--- config.mk ---
export PLATFORM = sky130hd
export DESIGN_NAME = encoder_rr
export DESIGN_NICKNAME = d
export VERILOG_FILES = /design/src/rtl/encoder_pkg.sv /design/src/rtl/encoder_rr_pri_find.sv /design/src/rtl/encoder_rr.sv
export SDC_FILE = /design/constraint.sdc
export NUM_CORES = 1
export LEC_CHECK = 0
export ABC_AREA = 1
export ABC_CLOCK_PERIOD_IN_PS = 4000
export BUFFER_PORTS_ARGS = -buffer_cell sky130_fd_sc_hd__buf_2
export CAP_MARGIN = 30
export CORE_MARGIN = 2
export CORE_UTILIZATION = 34
export DETAILED_ROUTE_END_ITERATION = 8
export GPL_TIMING_DRIVEN = 0
export MAX_ROUTING_LAYER = met4
export SETUP_SLACK_MARGIN = 0.1
export SYNTH_ARGS = -nofsm -noshare
export SYNTH_HDL_FRONTEND = slang
export SYNTH_SLANG_ARGS = --single-unit
--- constraint.sdc ---
create_clock -name clk -period 4 [get_ports clk]
set_clock_uncertainty 0.1 [all_clocks]
set_input_delay 0.8 -clock clk [delete_from_list [all_inputs] [get_ports clk]]
set_output_delay 0.8 -clock clk [all_outputs]
set_load 0.02 [all_outputs]
--- src/rtl/encoder_pkg.sv ---
// Shared types for the encoder_rr block: run-time mode encoding.
// No logic, no latency.
// No flow control.
package encoder_pkg;

  // Run-time encode mode, sampled together with each accepted request vector.
  typedef enum logic [1:0] {
    MODE_STRICT = 2'd0,
    MODE_PRI_LO = 2'd1,
    MODE_PRI_HI = 2'd2,
    MODE_RR     = 2'd3
  } mode_e;

endpackage

--- src/rtl/encoder_rr_pri_find.sv ---
// First-set-bit finder: searches vec upward from start, wrapping at N-1.
// Purely combinational, zero latency.
// No flow control; idx is 0 when found is low.
module pri_find #(
  parameter  int N     = 16,
  localparam int OUT_W = $clog2(N)
) (
  input  logic [N-1:0]     vec,
  input  logic [OUT_W-1:0] start,
  output logic [OUT_W-1:0] idx,
  output logic             found
);

  // Walk N positions starting at start; the first set bit wins.
  always_comb begin
    int               j;
    logic [OUT_W-1:0] jj;
    idx   = '0;
    found = 1'b0;
    j     = 0;
    jj    = '0;
    for (int i = 0; i < N; i++) begin
      j = int'(start) + i;
      if (j >= N) j = j - N;
      jj = j[OUT_W-1:0];
      if (!found && vec[jj]) begin
        found = 1'b1;
        idx   = jj;
      end
    end
  end

endmodule

--- src/rtl/encoder_rr.sv ---
// Registered N-to-log2(N) encoder: strict one-hot, low/high priority, round-robin.
// One cycle: vector accepted at edge t is presented with out_valid from t+1.
// Single-entry stage; in_ready = !out_valid || out_ready, outputs and ptr hold while stalled.
module encoder_rr
  import encoder_pkg::*;
#(
  parameter  int N     = 16,
  localparam int OUT_W = $clog2(N)
) (
  input  logic             clk,
  input  logic             rst_n,
  input  logic             in_valid,
  output logic             in_ready,
  input  logic [N-1:0]     in_vec,
  input  logic [1:0]       mode,
  output logic             out_valid,
  input  logic             out_ready,
  output logic [OUT_W-1:0] enc_out,
  output logic             out_none,
  output logic             out_err
);

  mode_e            mode_sel;
  logic             accept;
  logic [N-1:0]     rev_vec;
  logic [OUT_W-1:0] fwd_start;
  logic [OUT_W-1:0] fwd_idx;
  logic             fwd_found;
  logic [OUT_W-1:0] rev_idx;
  logic             rev_found;
  logic [OUT_W-1:0] hi_idx;
  logic             multi;

  logic [OUT_W-1:0] ptr_q, ptr_d;
  logic [OUT_W-1:0] enc_q, enc_d;
  logic             none_q, none_d;
  logic             err_q, err_d;
  logic             out_valid_q;

  assign mode_sel = mode_e'(mode);

  // Slot is free when empty or being drained this cycle.
  assign in_ready = !out_valid_q || out_ready;
  assign accept   = in_valid && in_ready;

  // Bit-reverse so that a forward search from 0 finds the highest set bit.
  always_comb begin
    rev_vec = '0;
    for (int i = 0; i < N; i++) rev_vec[i] = in_vec[N-1-i];
  end

  // Forward search serves STRICT/PRI_LO (from 0) and RR (from ptr).
  assign fwd_start = (mode_sel == MODE_RR) ? ptr_q : '0;

  pri_find #(.N(N)) u_fwd (
    .vec   (in_vec),
    .start (fwd_start),
    .idx   (fwd_idx),
    .found (fwd_found)
  );

  pri_find #(.N(N)) u_rev (
    .vec   (rev_vec),
    .start ('0),
    .idx   (rev_idx),
    .found (rev_found)
  );

  assign hi_idx = OUT_W'(N - 1) - rev_idx;

  // More than one bit set iff clearing the lowest set bit leaves something.
  assign multi = |(in_vec & (in_vec - N'(1)));

  // Next result and next round-robin pointer for the beat on the inputs.
  always_comb begin
    enc_d  = '0;
    none_d = !fwd_found;
    err_d  = 1'b0;
    ptr_d  = ptr_q;
    case (mode_sel)
      MODE_STRICT: begin
        if (multi) err_d = 1'b1;
        else       enc_d = fwd_idx;
      end
      MODE_PRI_LO: enc_d = fwd_idx;
      MODE_PRI_HI: begin
        if (rev_found) enc_d = hi_idx;
      end
      MODE_RR: begin
        enc_d = fwd_idx;
        if (fwd_found) begin
          ptr_d = (fwd_idx == OUT_W'(N - 1)) ? '0 : fwd_idx + OUT_W'(1);
        end
      end
      default: ;
    endcase
  end

  // Output register and pointer: load on accept, drop valid on drain, else hold.
  always_ff @(posedge clk or negedge rst_n) begin
    if (!rst_n) begin
      out_valid_q <= 1'b0;
      enc_q       <= '0;
      none_q      <= 1'b0;
      err_q       <= 1'b0;
      ptr_q       <= '0;
    end else if (accept) begin
      out_valid_q <= 1'b1;
      enc_q       <= enc_d;
      none_q      <= none_d;
      err_q       <= err_d;
      ptr_q       <= ptr_d;
    end else if (out_ready) begin
      out_valid_q <= 1'b0;
    end
  end

  assign out_valid = out_valid_q;
  assign enc_out   = enc_q;
  assign out_none  = none_q;
  assign out_err   = err_q;

endmodule

After elaboration in Yosys (flattened, before gate mapping):

Index checks and enable logic that the tools add are counted.

* register bits after elaboration: 11
* bits of input ports: 22

* add/sub/neg operators: 34
* $lt $le $gt $ge: 32
* equality and inequality tests: 4
* multiplexer cells: 120
* bitwise operators: 1
* reductions and logical operators: 69

Operators by type and width (count)
* 2-to-1 mux 4 bit: 44
* < comparator 4 x 5 -> 1 bit, second input constant: 16
* greater-or-equal comparator 5 bit, second input constant: 15
* binary-select mux 1 bit (select 4 bit): 16
* subtractor 4 x 1 -> 4 bit, second input constant: 16
* 2-to-1 mux 1 bit: 53
* adder 4 x 4 -> 5 bit, second input constant: 8
* zero test 1 bit: 32
* logical AND 1 bit: 31
* adder 4 x 3 -> 5 bit, second input constant: 4
* AND 16 bit: 1
* OR reduction 16 bit: 1
* subtractor 16 x 1 -> 16 bit, second input constant: 1
* 2-to-1 mux 3 bit: 4
* one-hot mux 4 bit (3 select lines): 1
* adder 4 x 2 -> 5 bit, second input constant: 2
* adder 4 x 1 -> 5 bit, second input constant: 1
* greater-or-equal comparator 4 x 5 -> 1 bit, second input constant: 1
* adder 4 x 1 -> 4 bit, second input constant: 1
* == test 2 bit, second input constant: 2
* == test 4 bit, second input constant: 1
* 2-to-1 mux 2 bit: 2
* subtractor 4 bit, first input constant: 1
* AND reduction 3 bit: 1
* other kinds (5): 5

Longest topological paths before layout:

Gate-level depths: netlist (run 1).

* depth after elaboration: 54
* gate-level depth with buffers: 33

Hierarchy:

Synthesis (run 1) repeated with hierarchy kept, for this count alone.

* cells, all modules: 843
* area total of the unflattened synthesis: 4608.2 sq um

Modules (own cells, without submodules)
* pri_find: times used 2, cells an instance 342, area each 1806.7 sq um, seq. area each 0.0 sq um
* encoder_rr: times used 1, cells an instance 159, area each 994.7 sq um, seq. area each 275.3 sq um

Worst setup path before layout (run 1):

No wires, ideal clock.

* path kind: input-to-reg
* start point: input mode[0]
* end point: register ptr_q[3]
* arrival: 4.138 ns
* data required time: 3.835 ns
* path slack: -0.303 ns
* stages on the path: 28
* cells stage by stage: nand2_4 inv_2 nand2_1 buf_6 buf_4 ha_1 clkbuf_1 inv_1 nand3_1 nand3_1 nand3_1 nand2_2 nor2_4 nand4_2 nor2_4 nand4_2 nor2_4 nand4_4 nor2_4 nand3_2 nor2_1 nor2_4 ha_1 a21oi_1 nand2_1 nand2_1 nand2_1 nand2_1

* word-level cells in the longest chain between the ends: 54
* elaborated cells between the ends (all ways): 163
* classes of those cells: add/sub (32); order compare (16); eq/ne (2); mux (82); reduce/logical (31)

RTL lines
* start, declared: line encoder_rr.sv:15 `input logic [1:0] mode,`
* == test 2 bit (*): line encoder_rr.sv:53, encoder_rr.sv:80
* branches (longest 53 deep; another with adder 4 x 1 -> 5 bit)
* end signal, assigned: line encoder_rr.sv:112 `ptr_q <= ptr_d;`
* end, declared: line encoder_rr.sv:34 `logic [OUT_W-1:0] ptr_q, ptr_d;`

Mark *: on every way between the ends. The select of a mux whose other input is x is not followed.
A chain may end at the register's enable or synchronous reset.

Worst setup path in the final report (run 1):

* start point: input mode[1]
* end point: register ptr_q[3]

The elaborated chain is that of the path after synthesis.

==> load_flow_metrics.sql, run 1 <==
INSERT INTO impl_metrics (metric_group, metric, value, unit) VALUES
('outcome', 'result_of_the_run', 'finished with violations', ''),
('outcome', 'violations', 'negative setup slack', ''),
('pwr', 'combinationalPowerShare', '0.861', ''),
('timing', 'maxSlewHeadroom', '0.582', ''),
('timing', 'setup_viol_count_final', '1', ''),
('job', 'cap_viol_max_count', '0', ''),
('finish', 'design_area', '3950', 'um2'),
('critical_path', 'path_common_cell', 'sky130_fd_sc_hd__nand2_1', ''),
('pwr', 'seq_power_share', '0.087', ''),
('logic_synthesis', 'post_synth_num_cell_types', '41', ''),
('route', 'post-route-drc-count', '0', ''),
('pwr', 'pwr_density_cell', '527', 'nW/um2'),
('pwr', 'switching_share', '0.601', ''),
('critical_path', 'critPathMaxFanout', '8', ''),
('timing', 'worst-slew-pin-transition', '0.625', 'ns'),
('pwr', 'cell_internal_pwr', '829', 'uW'),
('logic_synthesis', 'synth.most_common_cell', 'sky130_fd_sc_hd__nand2_1', ''),
('route', 'number_of_vias_per_cell_after_detailed_routing', '5.54', ''),
('die', 'floorplan.initialDensity', '0.344', ''),
('global_routing', 'grt_antenna_before_repair', '0', ''),
('logic_synthesis', 'ranking_of_synthesized_cells_by_instance_count', 'sky130_fd_sc_hd__nand2_1 (196), sky130_fd_sc_hd__nand3_1 (107), sky130_fd_sc_hd__inv_1 (56)', ''),
('logic_synthesis', 'netlist.area_leader.share', '0.249', ''),
('clock_network', 'ctsHoldBuffers', '0', ''),
('timing', 'timing.final.ws_setup', '-0.0178', 'ns'),
('clock_network', 'cts-root-buf', 'sky130_fd_sc_hd__clkbuf_8', ''),
('timing', 'fin_crit', '4.02', 'ns'),
('timing', 'hold_viol', '0', ''),
('global_routing', 'track_usage', '0.249', ''),
('critical_path', 'r2r_path_end', 'ptr_q[3]', ''),
('finish', 'final_net_count', '646', ''),
('die', 'core_region_area', '8590', 'um2'),
('logic_synthesis', 'synth_edf_count', '0', ''),
('logic_synthesis', 'ys.flop_type', 'sky130_fd_sc_hd__dfrtp_1', ''),
('timing', 'grt_setup_unrepaired', 'yes', ''),
('pwr', 'ir_drop', '0.000320', 'V'),
('die', 'die_width', '97.3', 'um'),
('logic_synthesis', 'synth-seq-cells', '11', ''),
('clock_network', 'number_of_buffers_inserted_during_clock_tree_synthesis', '3', ''),
('global_routing', 'maximum_number_of_pins_on_one_net_before_global_route_repair', '12', ''),
('route', 'routed-via-count', '4038', ''),
('global_routing', 'wire_length_of_the_first_global_routing_pass', '18800', 'um'),
('clock_network', 'htree_levels', '1', ''),
('clock_network', 'clock_input_transition_at_the_sequential_cells_of_the_worst_setup_and_hold_paths', '0.04', 'ns'),
('finish', 'area_growth_syn_to_layout', '33.6', '%'),
('critical_path', 'worst_ep_arrival_time', '4.09', 'ns'),
('timing', 'final-max-slew-violation-count', '0', ''),
('placement', 'detailedPlacementHpwl', '8670', 'um'),
('global_routing', 'global_route.overflow_total', '0', ''),
('route', 'ant_nets', '0', ''),
('logic_synthesis', 'synthesis.area', '2960', 'um2'),
('route', 'drt-wirelength-per-cell', '15.8', 'um'),
('placement', 'io_buffer_count', '28', ''),
('global_routing', 'grt_pass1_vias', '3830', ''),
('pwr', 'switching_pwr', '1250', 'uW'),
('logic_synthesis', 'synth_async_sr_flop_share', '1.00', ''),
('critical_path', 'crit_path_max_incr_delay', '0.27', 'ns'),
('finish', 'fillers', '941', ''),
('clock_network', 'cts-root-to-sink-buffers', '2', ''),
('critical_path', 'endpoint_kind', 'flip-flop', ''),
('pwr', 'clock_power_share', '0.051', ''),
('hold_path', 'worst_hold_path_type', 'in2async', ''),
('route', 'drtPass1Iterations', '7', ''),
('clock_network', 'clk-insertion-delay-late', '0.23', 'ns'),
('logic_synthesis', 'post_synth_inst_count', '561', ''),
('finish', 'antennaDiodeCount', '0', ''),
('timing', 'fmaxAchievable', '249', 'MHz'),
('die', 'dieArea', '9460', 'um2'),
('finish', 'fin_util', '0.460', ''),
('placement', 'place_congestion', '0.946', ''),
('die', 'fp.dieH', '97.3', 'um'),
('die', 'floorplan.rows', '34', '');
-- metal layers --
metal / track usage / vias to the layer above / share of wire
li1: - / 2005 / -
met1: 0.339 / 1854 / 0.45
met2: 0.402 / 159 / 0.46
met3: 0.0194 / 20 / 0.076
met4: 0.0641 / 0 / 0.020
met5: - / - / 0
-- cells in the final DEF (no fill, tap or decap), types with 4 or more instances in the layout --
master / n
sky130_fd_sc_hd__nor2_1: 31
sky130_fd_sc_hd__nand3_4: 8
sky130_fd_sc_hd__nand2_4: 7
sky130_fd_sc_hd__inv_1: 53
sky130_fd_sc_hd__nand4_1: 22
sky130_fd_sc_hd__inv_2: 5
sky130_fd_sc_hd__nand3_1: 85
sky130_fd_sc_hd__nand2_2: 19
sky130_fd_sc_hd__o21ai_2: 5
sky130_fd_sc_hd__nand2_1: 181
sky130_fd_sc_hd__a31oi_1: 5
sky130_fd_sc_hd__buf_2: 30
sky130_fd_sc_hd__dfrtp_1: 11
sky130_fd_sc_hd__clkinv_1: 4
sky130_fd_sc_hd__o21ai_1: 6
sky130_fd_sc_hd__buf_4: 31
sky130_fd_sc_hd__nand3_2: 19
sky130_fd_sc_hd__nor2_4: 13
sky130_fd_sc_hd__o21ai_0: 19
sky130_fd_sc_hd__a21oi_1: 13
-- kinds of logic (layout without fill, tap and decap cells) --
group	after synthesis	in the layout	synth area share
AO/OA/AOI/OAI	66	66	0.134
adder cells (fa/ha/maj)	2	2	0.00846
XOR/XNOR	3	3	0.0114
flip-flops	11	11	0.0931
AND/OR/NAND/NOR	399	399	0.639
buffers and inverters	80	140	0.114
-- state kept, by name (all words and copies together) (netlist names) --
name / flops
out_valid: 1
out_err: 1
out_none: 1
enc_out: 4
ptr_q: 4
-- power by group through the flow --
stage          clock network (uW)  registers (uW)  logic, uW
2_1_floorplan                   0             191       1050
6_report                      107             182       1790
4_1_cts                       112             180       1630
3_3_place_gp                    0             179       1400
3_5_place_dp                    0             180       1410
5_1_grt                       118             186       1970
-- cell type report --
cell class | instances | area [um2] | share of cell area
clock buffers | 4 | 45.0 | 0.0114
plain buffers | 15 | 134 | 0.0339
inverters | 65 | 264 | 0.0669
repair buffers | 56 | 384 | 0.0973
well taps | 108 | 135 | 0.0342
multi-input cells | 470 | 2710 | 0.687
flip-flops and latches | 11 | 275 | 0.0697
-- worst max-delay path by stage --
stage / cells after the start / slack (ns) / endpoint / startpoint
floorplan: 30 / 0.04 / ptr_q[3] / mode[0]
global placement: 31 / -0.71 / ptr_q[3] / mode[0]
detailed placement: 31 / -0.77 / ptr_q[3] / mode[1]
CTS: 31 / 0.07 / ptr_q[3] / mode[1]
global route: 30 / -0.19 / ptr_q[3] / mode[0]
finish: 31 / -0.02 / ptr_q[3] / mode[1]
-- worst max-delay path, delay by kind of cell --
family | cells | cell delay [ns]
simple gates | 19 | 1.69
buf+inv | 8 | 0.84
compound gates | 3 | 0.48
fa+ha+maj | 1 | 0.26
-- per-stage QoR --
stage	setup slack, ns	power (uW)	TNS, ns	instances	hold slack, ns
finish	-0.0178	2080	-0.0178	729	0.324
global route	-0.188	2270	-0.614	729	0.344
CTS	0.0749	1920	0	723	0.326
detailed placement	-0.772	1590	-5.10	697	0.372
global placement	-0.715	1580	-4.68	697	0.365
floorplan	0.0360	1240	0	561	0.404
-- repair_timing --
| action | 4_1_cts | 5_1_grt |
|---|---|---|
| resized for setup | 53 | 28 |
| pin swaps | 26 | 9 |
| buffers inserted | 22 | 6 |
| cloned | 0 | 0 |
| setup endpoints to repair | 9 | 8 |
No activity file was read; power rests on OpenSTA's default activity.
==> inputs of run 2 (changes only) <==
--- a/config.mk
+++ b/config.mk
@@ -14,6 +14,7 @@
 export DETAILED_ROUTE_END_ITERATION = 8
 export GPL_TIMING_DRIVEN = 0
 export MAX_ROUTING_LAYER = met4
+export REMOVE_ABC_BUFFERS = 1
 export SETUP_SLACK_MARGIN = 0.1
 export SYNTH_ARGS = -nofsm -noshare
 export SYNTH_HDL_FRONTEND = slang
==> run 2 against run 1 <==
  * The flow now finishes without violations
  * Die area unchanged
  * First-iteration DRC count is 0.68% higher
  * Maximum frequency is 3.0% higher
  * Non-clock buffer count is 22 higher
  * Worst hold slack lost 0.0051 ns
  * Register-to-register slack got worse by 0.04 ns
  * Worst setup slack better by 0.12 ns
  * Via count up 5.0%
  * Routed wire length up 6.1%
  * Sequential share of layout area is 0.30 points lower
  * Critical endpoint unchanged
  * Largest power group unchanged
==> load_flow_metrics.sql, run 2 (synthesized netlist as in run 1, its figures left out) <==
INSERT INTO impl_metrics (metric_group, metric, value, unit) VALUES
('timing', 'maxSlewHeadroom', '0.550', ''),
('global_routing', 'track_usage', '0.240', ''),
('global_routing', 'met1_demand_to_capacity_share_in_global_routing', '0.311', ''),
('placement', 'placed_cell_area', '3160', 'um2'),
('die', 'fp.dieH', '97.3', 'um'),
('clock_network', 'cts_tree', 'yes', ''),
('die', 'floorplan.rows', '34', ''),
('route', 'drtPass1Iterations', '5', ''),
('route', 'ant_nets', '0', ''),
('route', 'drt-wirelength-per-cell', '16.2', 'um'),
('pwr', 'pwr_density_cell', '522', 'nW/um2'),
('global_routing', 'global_route.overflow_total', '0', ''),
('clock_network', 'htree_levels', '1', ''),
('critical_path', 'critPathMaxFanout', '7', ''),
('finish', 'area_taken_by_multi_input_logic_gates', '2710', 'um2'),
('critical_path', 'critPathBufInv', '6', ''),
('finish', 'final_common_cell', 'sky130_fd_sc_hd__nand2_1', ''),
('die', 'floorplan.initialDensity', '0.344', ''),
('timing', 'fin_crit', '3.90', 'ns'),
('critical_path', 'critical_path_slowest_stage_cell', 'sky130_fd_sc_hd__ha_4', ''),
('critical_path', 'worst_path_dominant_cell_family', 'simple AND/OR/NAND/NOR gates', ''),
('clock_network', 'number_of_buffers_inserted_during_clock_tree_synthesis', '3', ''),
('global_routing', 'use_met2', '0.396', ''),
('global_routing', 'grt_pass1_vias', '3749', ''),
('clock_network', 'cts-root-to-sink-buffers', '2', ''),
('route', 'postRouteWirelength', '12200', 'um'),
('finish', 'antennaDiodeCount', '0', ''),
('pwr', 'ir_drop', '0.000441', 'V'),
('clock_network', 'clock_input_transition_at_the_sequential_cells_of_the_worst_setup_and_hold_paths', '0.05', 'ns'),
('critical_path', 'crit_path_max_incr_delay', '0.32', 'ns'),
('hold_path', 'worst_hold_path_type', 'in2async', ''),
('outcome', 'result_of_the_run', 'finished clean', ''),
('timing', 'final-max-slew-violation-count', '0', ''),
('job', 'cap_viol_max_count', '0', ''),
('timing', 'final.period_utilization', '0.975', ''),
('route', 'number_of_vias_per_cell_after_detailed_routing', '5.64', ''),
('finish', 'area_growth_syn_to_layout', '40.3', '%'),
('critical_path', 'worstSetupPathType', 'in2reg', ''),
('clock_network', 'cts-root-buf', 'sky130_fd_sc_hd__clkbuf_8', ''),
('finish', 'fraction_of_final_layout_cells_with_drive_strength_greater_than_1', '0.292', ''),
('critical_path', 'required', '4.08', 'ns'),
('timing', 'grt_setup_unrepaired', 'yes', ''),
('finish', 'final_net_count', '669', ''),
('critical_path', 'critical_path.startpoint_type', 'input port', ''),
('placement', 'io_buffer_count', '29', ''),
('die', 'die_width', '97.3', 'um'),
('timing', 'setup_viol_count_final', '0', ''),
('finish', 'design_area', '4150', 'um2'),
('finish', 'register_area', '277', 'um2'),
('finish', 'mostFrequentLayoutCells', 'sky130_fd_sc_hd__nand2_1 (182), sky130_fd_sc_hd__nand3_1 (92), sky130_fd_sc_hd__buf_4 (57)', ''),
('global_routing', 'grt_antenna_before_repair', '0', ''),
('route', 'drt_iter0_drc', '447', ''),
('finish', 'fillers', '897', ''),
('global_routing', 'wire_length_of_the_first_global_routing_pass', '18100', 'um'),
('timing', 'fmaxAchievable', '256', 'MHz'),
('die', 'dieArea', '9460', 'um2'),
('timing', 'fin_setup_tns', '0', 'ns'),
('die', 'floorplan.io_pins', '30', ''),
('critical_path', 'worst_ep_arrival_time', '3.98', 'ns'),
('placement', 'place_congestion', '0.968', ''),
('clock_network', 'ctsHoldBuffers', '0', ''),
('clock_network', 'cts.sink_count', '11', ''),
('timing', 'hold_viol', '0', ''),
('route', 'routed-via-count', '4239', ''),
('timing', 'worst-slew-pin-transition', '0.668', 'ns'),
('placement', 'detailedPlacementHpwl', '8220', 'um'),
('global_routing', 'busiest_layer', 'met2', ''),
('timing', 'final_worst_hold_slack', '0.319', 'ns'),
('route', 'post-route-drc-count', '0', ''),
('pwr', 'static-leakage-power', '0.00208', 'uW'),
('clock_network', 'clk-insertion-delay-late', '0.24', 'ns'),
('critical_path', 'endpoint_kind', 'flip-flop', ''),
('die', 'core_region_area', '8590', 'um2'),
('global_routing', 'grt.met3_usage', '0.0201', ''),
('critical_path', 'path_common_cell', 'sky130_fd_sc_hd__nand2_1', ''),
('global_routing', 'maximum_number_of_pins_on_one_net_before_global_route_repair', '17', '');
[run 2: cell count changes in the layout (fill, tap and decap cells not counted), sizes merged]
cell	change
clkinv	-2
clkinvlp	+1
clkbuf	-4
inv	+1
buf	+25
bufbuf	+1
nand2	+1
[run 2: worst paths after layout]
kind / start / endpoint / slack, ns / depth (start not counted)
min in group clk: out_err / out_err / 0.39 / 2
worst max register to register: ptr_q[1] / ptr_q[3] / 0.16 / 28
worst min-delay path: rst_n / enc_out[3] / 0.32 / 1
worst max-delay path: mode[0] / ptr_q[3] / 0.1 / 31
worst min register to register: out_err / out_err / 0.39 / 2
max in group asynchronous: rst_n / ptr_q[0] / 3.26 / 1
[run 2: cell type report]
| cell class | instances | share of cell area |
|---|---|---|
| repair buffers | 93 | 0.176 |
| well taps | 108 | 0.0326 |
| flip-flops and latches | 11 | 0.0667 |
| clock buffers | 4 | 0.0109 |
| inverters | 65 | 0.0618 |
| multi-input cells | 471 | 0.652 |
[run 2: routing by layer]
| metal | part of all wire | vias up |
|---|---|---|
| met5 | 0 | - |
| met4 | 0.038 | 0 |
| met3 | 0.078 | 38 |
| met2 | 0.47 | 203 |
| met1 | 0.42 | 1951 |
| li1 | - | 2047 |
[run 2: per-stage QoR]
stage                     cells  total power [uW]   util  worst slack (ns)
after global placement      683              1480  0.366             -1.82
after floorplan             546              1150      -            -0.475
after global routing        752              2310  0.483            -0.129
after CTS                   718              1870  0.435             0.107
after detailed placement    684              1500  0.368             -1.61
final                       752              2160  0.483            0.0986
[run 2: worst register-to-register path, delay by kind of cell, from the launching register on]
family | cells | cell delay [ns]
AOI/OAI and AO/OA | 2 | 0.31
adders and majority gates | 1 | 0.17
and+or+nand+nor | 21 | 1.96
DFF | 1 | 0.64
buffers and inverters | 4 | 0.63
[run 2: report_power, final]
part | switching, uW | internal, uW
sequential | 66.5 | 145
combinational | 1180 | 661
clock | 42.8 | 70.0
total | 1290 | 876
[run 2: what timing repair did]
action	CTS	global route
buffers inserted	28	34
endpoints found under the setup margin	9	8
gates resized for setup	57	38
cloned	2	0
hold endpoints to repair	0	0
pin swaps	18	31
==> inputs of run 3 (changes only) <==
--- a/config.mk
+++ b/config.mk
@@ -9,13 +9,15 @@
 export ABC_CLOCK_PERIOD_IN_PS = 4000
 export BUFFER_PORTS_ARGS = -buffer_cell sky130_fd_sc_hd__buf_2
 export CAP_MARGIN = 30
+export CORE_ASPECT_RATIO = 0.75
 export CORE_MARGIN = 2
-export CORE_UTILIZATION = 34
+export CORE_UTILIZATION = 40
 export DETAILED_ROUTE_END_ITERATION = 8
 export GPL_TIMING_DRIVEN = 0
 export MAX_ROUTING_LAYER = met4
 export REMOVE_ABC_BUFFERS = 1
 export SETUP_SLACK_MARGIN = 0.1
+export SLEW_MARGIN = 0
 export SYNTH_ARGS = -nofsm -noshare
 export SYNTH_HDL_FRONTEND = slang
 export SYNTH_SLANG_ARGS = --single-unit
==> run 3 against run 2 <==
  * Combinational power fell by 5%
  * Critical endpoint unchanged
  * Sequential share of layout area rose by 0.28 points
  * Core utilization rose by 6.6 points
  * Global-route usage rose by 6.4 points
  * Final area fell by 4.0%
  * Via count fell by 0.52%
  * First-iteration DRC count rose by 11%
==> load_flow_metrics.sql, run 3 (synthesized netlist as in run 1, its figures left out) <==
INSERT INTO impl_metrics (metric_group, metric, value, unit) VALUES
('timing', 'fin_crit', '3.92', 'ns'),
('pwr', 'static-leakage-power', '0.00198', 'uW'),
('finish', 'fillers', '745', ''),
('finish', 'fin_util', '0.548', ''),
('finish', 'mostFrequentLayoutCells', 'sky130_fd_sc_hd__nand2_1 (181), sky130_fd_sc_hd__nand3_1 (94), sky130_fd_sc_hd__inv_1 (53)', ''),
('global_routing', 'global_route.overflow_total', '0', ''),
('timing', 'grt_setup_unrepaired', 'yes', ''),
('global_routing', 'wire_length_of_the_first_global_routing_pass', '18800', 'um'),
('global_routing', 'track_usage', '0.304', ''),
('critical_path', 'critical_path_slowest_stage_cell', 'sky130_fd_sc_hd__ha_4', ''),
('critical_path', 'required', '4.04', 'ns'),
('critical_path', 'worst_ep_arrival_time', '3.96', 'ns'),
('timing', 'setup_viol_count_final', '0', ''),
('placement', 'io_buffer_count', '29', ''),
('job', 'cap_viol_max_count', '0', ''),
('critical_path', 'endpoint_kind', 'flip-flop', ''),
('finish', 'final_net_count', '650', ''),
('timing', 'timing.final.ws_setup', '0.0824', 'ns'),
('critical_path', 'critPathMaxFanout', '7', ''),
('finish', 'fin_cells', '726', ''),
('route', 'postRouteWirelength', '11900', 'um'),
('timing', 'final_worst_hold_slack', '0.310', 'ns'),
('route', 'number_of_vias_per_cell_after_detailed_routing', '5.81', ''),
('timing', 'final-max-slew-violation-count', '0', ''),
('clock_network', 'cts_tree', 'yes', ''),
('timing', 'fmaxAchievable', '255', 'MHz'),
('placement', 'place_congestion', '0.928', ''),
('clock_network', 'cts-root-buf', 'sky130_fd_sc_hd__clkbuf_8', ''),
('die', 'fp.dieH', '78.5', 'um'),
('die', 'dieArea', '8100', 'um2'),
('route', 'drtPass1Iterations', '8', ''),
('die', 'core_region_area', '7260', 'um2'),
('timing', 'hold_viol', '0', ''),
('clock_network', 'number_of_buffers_inserted_during_clock_tree_synthesis', '3', ''),
('pwr', 'cell_internal_pwr', '815', 'uW'),
('die', 'die_width', '103', 'um'),
('clock_network', 'cts-root-to-sink-buffers', '2', ''),
('finish', 'antennaDiodeCount', '0', ''),
('pwr', 'switching_share', '0.609', ''),
('clock_network', 'clk-insertion-delay-late', '0.25', 'ns'),
('placement', 'place.detailed.instances', '677', ''),
('die', 'floorplan.io_pins', '30', ''),
('route', 'ant_nets', '0', ''),
('timing', 'final.period_utilization', '0.979', ''),
('global_routing', 'grt_antenna_before_repair', '0', ''),
('critical_path', 'crit_path_max_incr_delay', '0.28', 'ns'),
('finish', 'fraction_of_final_layout_cells_with_drive_strength_greater_than_1', '0.272', ''),
('pwr', 'ir_drop', '0.000455', 'V'),
('die', 'floorplan.rows', '27', ''),
('outcome', 'result_of_the_run', 'finished clean', ''),
('timing', 'worst-slew-pin-transition', '0.599', 'ns'),
('clock_network', 'cts.sink_count', '11', ''),
('placement', 'place_worst_setup_slack', '-1.64', 'ns'),
('pwr', 'seq_power_share', '0.104', ''),
('route', 'drt_iter0_drc', '496', ''),
('placement', 'detailedPlacementHpwl', '8430', 'um'),
('hold_path', 'worst_hold_path_type', 'in2async', ''),
('pwr', 'clock_power_share', '0.056', ''),
('critical_path', 'critical_path.startpoint_type', 'input port', ''),
('global_routing', 'maximum_number_of_pins_on_one_net_before_global_route_repair', '17', ''),
('pwr', 'pwr_density_cell', '523', 'nW/um2'),
('timing', 'maxSlewHeadroom', '0.598', ''),
('clock_network', 'clock_input_transition_at_the_sequential_cells_of_the_worst_setup_and_hold_paths', '0.06', 'ns'),
('timing', 'fin_setup_tns', '0', 'ns'),
('die', 'floorplan.initialDensity', '0.407', ''),
('finish', 'area_growth_syn_to_layout', '34.7', '%'),
('critical_path', 'worstSetupPathType', 'in2reg', ''),
('route', 'post-route-drc-count', '0', ''),
('critical_path', 'path_common_cell', 'sky130_fd_sc_hd__nand2_1', ''),
('route', 'routed-via-count', '4217', ''),
('pwr', 'switching_pwr', '1270', 'uW'),
('pwr', 'combinationalPowerShare', '0.840', ''),
('clock_network', 'htree_levels', '1', ''),
('route', 'drt-wirelength-per-cell', '16.4', 'um'),
('global_routing', 'grt_pass1_vias', '3744', ''),
('finish', 'final_common_cell', 'sky130_fd_sc_hd__nand2_1', '');
[run 3: cell count changes in the layout (fill, tap and decap cells not counted), moves of 2 or more]
cell / change
sky130_fd_sc_hd__nand2_4: -2
sky130_fd_sc_hd__buf_4: -19
sky130_fd_sc_hd__nand2_2: +3
sky130_fd_sc_hd__nand3_1: +2
[run 3: final cells by class]
type	instances	area (um2)	area share
clock inverters	1	5.00	0.00126
inverters	65	255	0.0641
clock buffers	3	41.3	0.0104
well taps	101	126	0.0317
flip-flops and latches	11	277	0.0694
repair buffers	74	597	0.150
multi-input cells	471	2680	0.673
[run 3: metrics by stage]
step	total power (uW)	instance area, um2
detailed placement	1510	3160
CTS	1890	3770
global route	2220	3980
global placement	1490	3140
floorplan	1150	2860
finish	2080	3980
[run 3: critical path: cells and delay by family]
| kind | cells | cell delay [ns] |
|---|---|---|
| adders and majority gates | 2 | 0.44 |
| buffers and inverters | 3 | 0.47 |
| and+or+nand+nor | 22 | 2.17 |
| AOI/OAI and AO/OA | 1 | 0.05 |
[run 3: final timing paths]
check	depth (start not counted)	startpoint	slack, ns	endpoint
min reg2reg	2	out_none	0.40	out_none
min	1	rst_n	0.31	ptr_q[3]
max reg2reg	25	ptr_q[1]	0.13	ptr_q[3]
max in group asynchronous	1	rst_n	3.27	ptr_q[0]
min in group clk	2	out_none	0.40	out_none
max	28	mode[0]	0.08	ptr_q[3]
[run 3: timing repair]
item / CTS / global route
buffers inserted: 32 / 12
hold buffers: 0 / 0
setup endpoints to repair: 9 / 8
pin swaps: 21 / 28
gates resized for setup: 56 / 34
cloned: 2 / 0
[run 3: layer usage]
metal  GRT usage  wire [um]  vias up
met5           -          0        -
met4      0.0566        130        0
met3      0.0312       1410       19
met2       0.451       5170      247
met1       0.446       5210     1937
li1            -          -     2014
[run 3: power by group through the flow]
| stage | clock network [uW] | registers [uW] | logic (uW) |
|---|---|---|---|
| detailed placement | 0 | 195 | 1310 |
| CTS | 116 | 211 | 1560 |
| global route | 123 | 219 | 1880 |
| floorplan | 0 | 199 | 948 |
| global placement | 0 | 194 | 1290 |
| finish | 116 | 216 | 1750 |
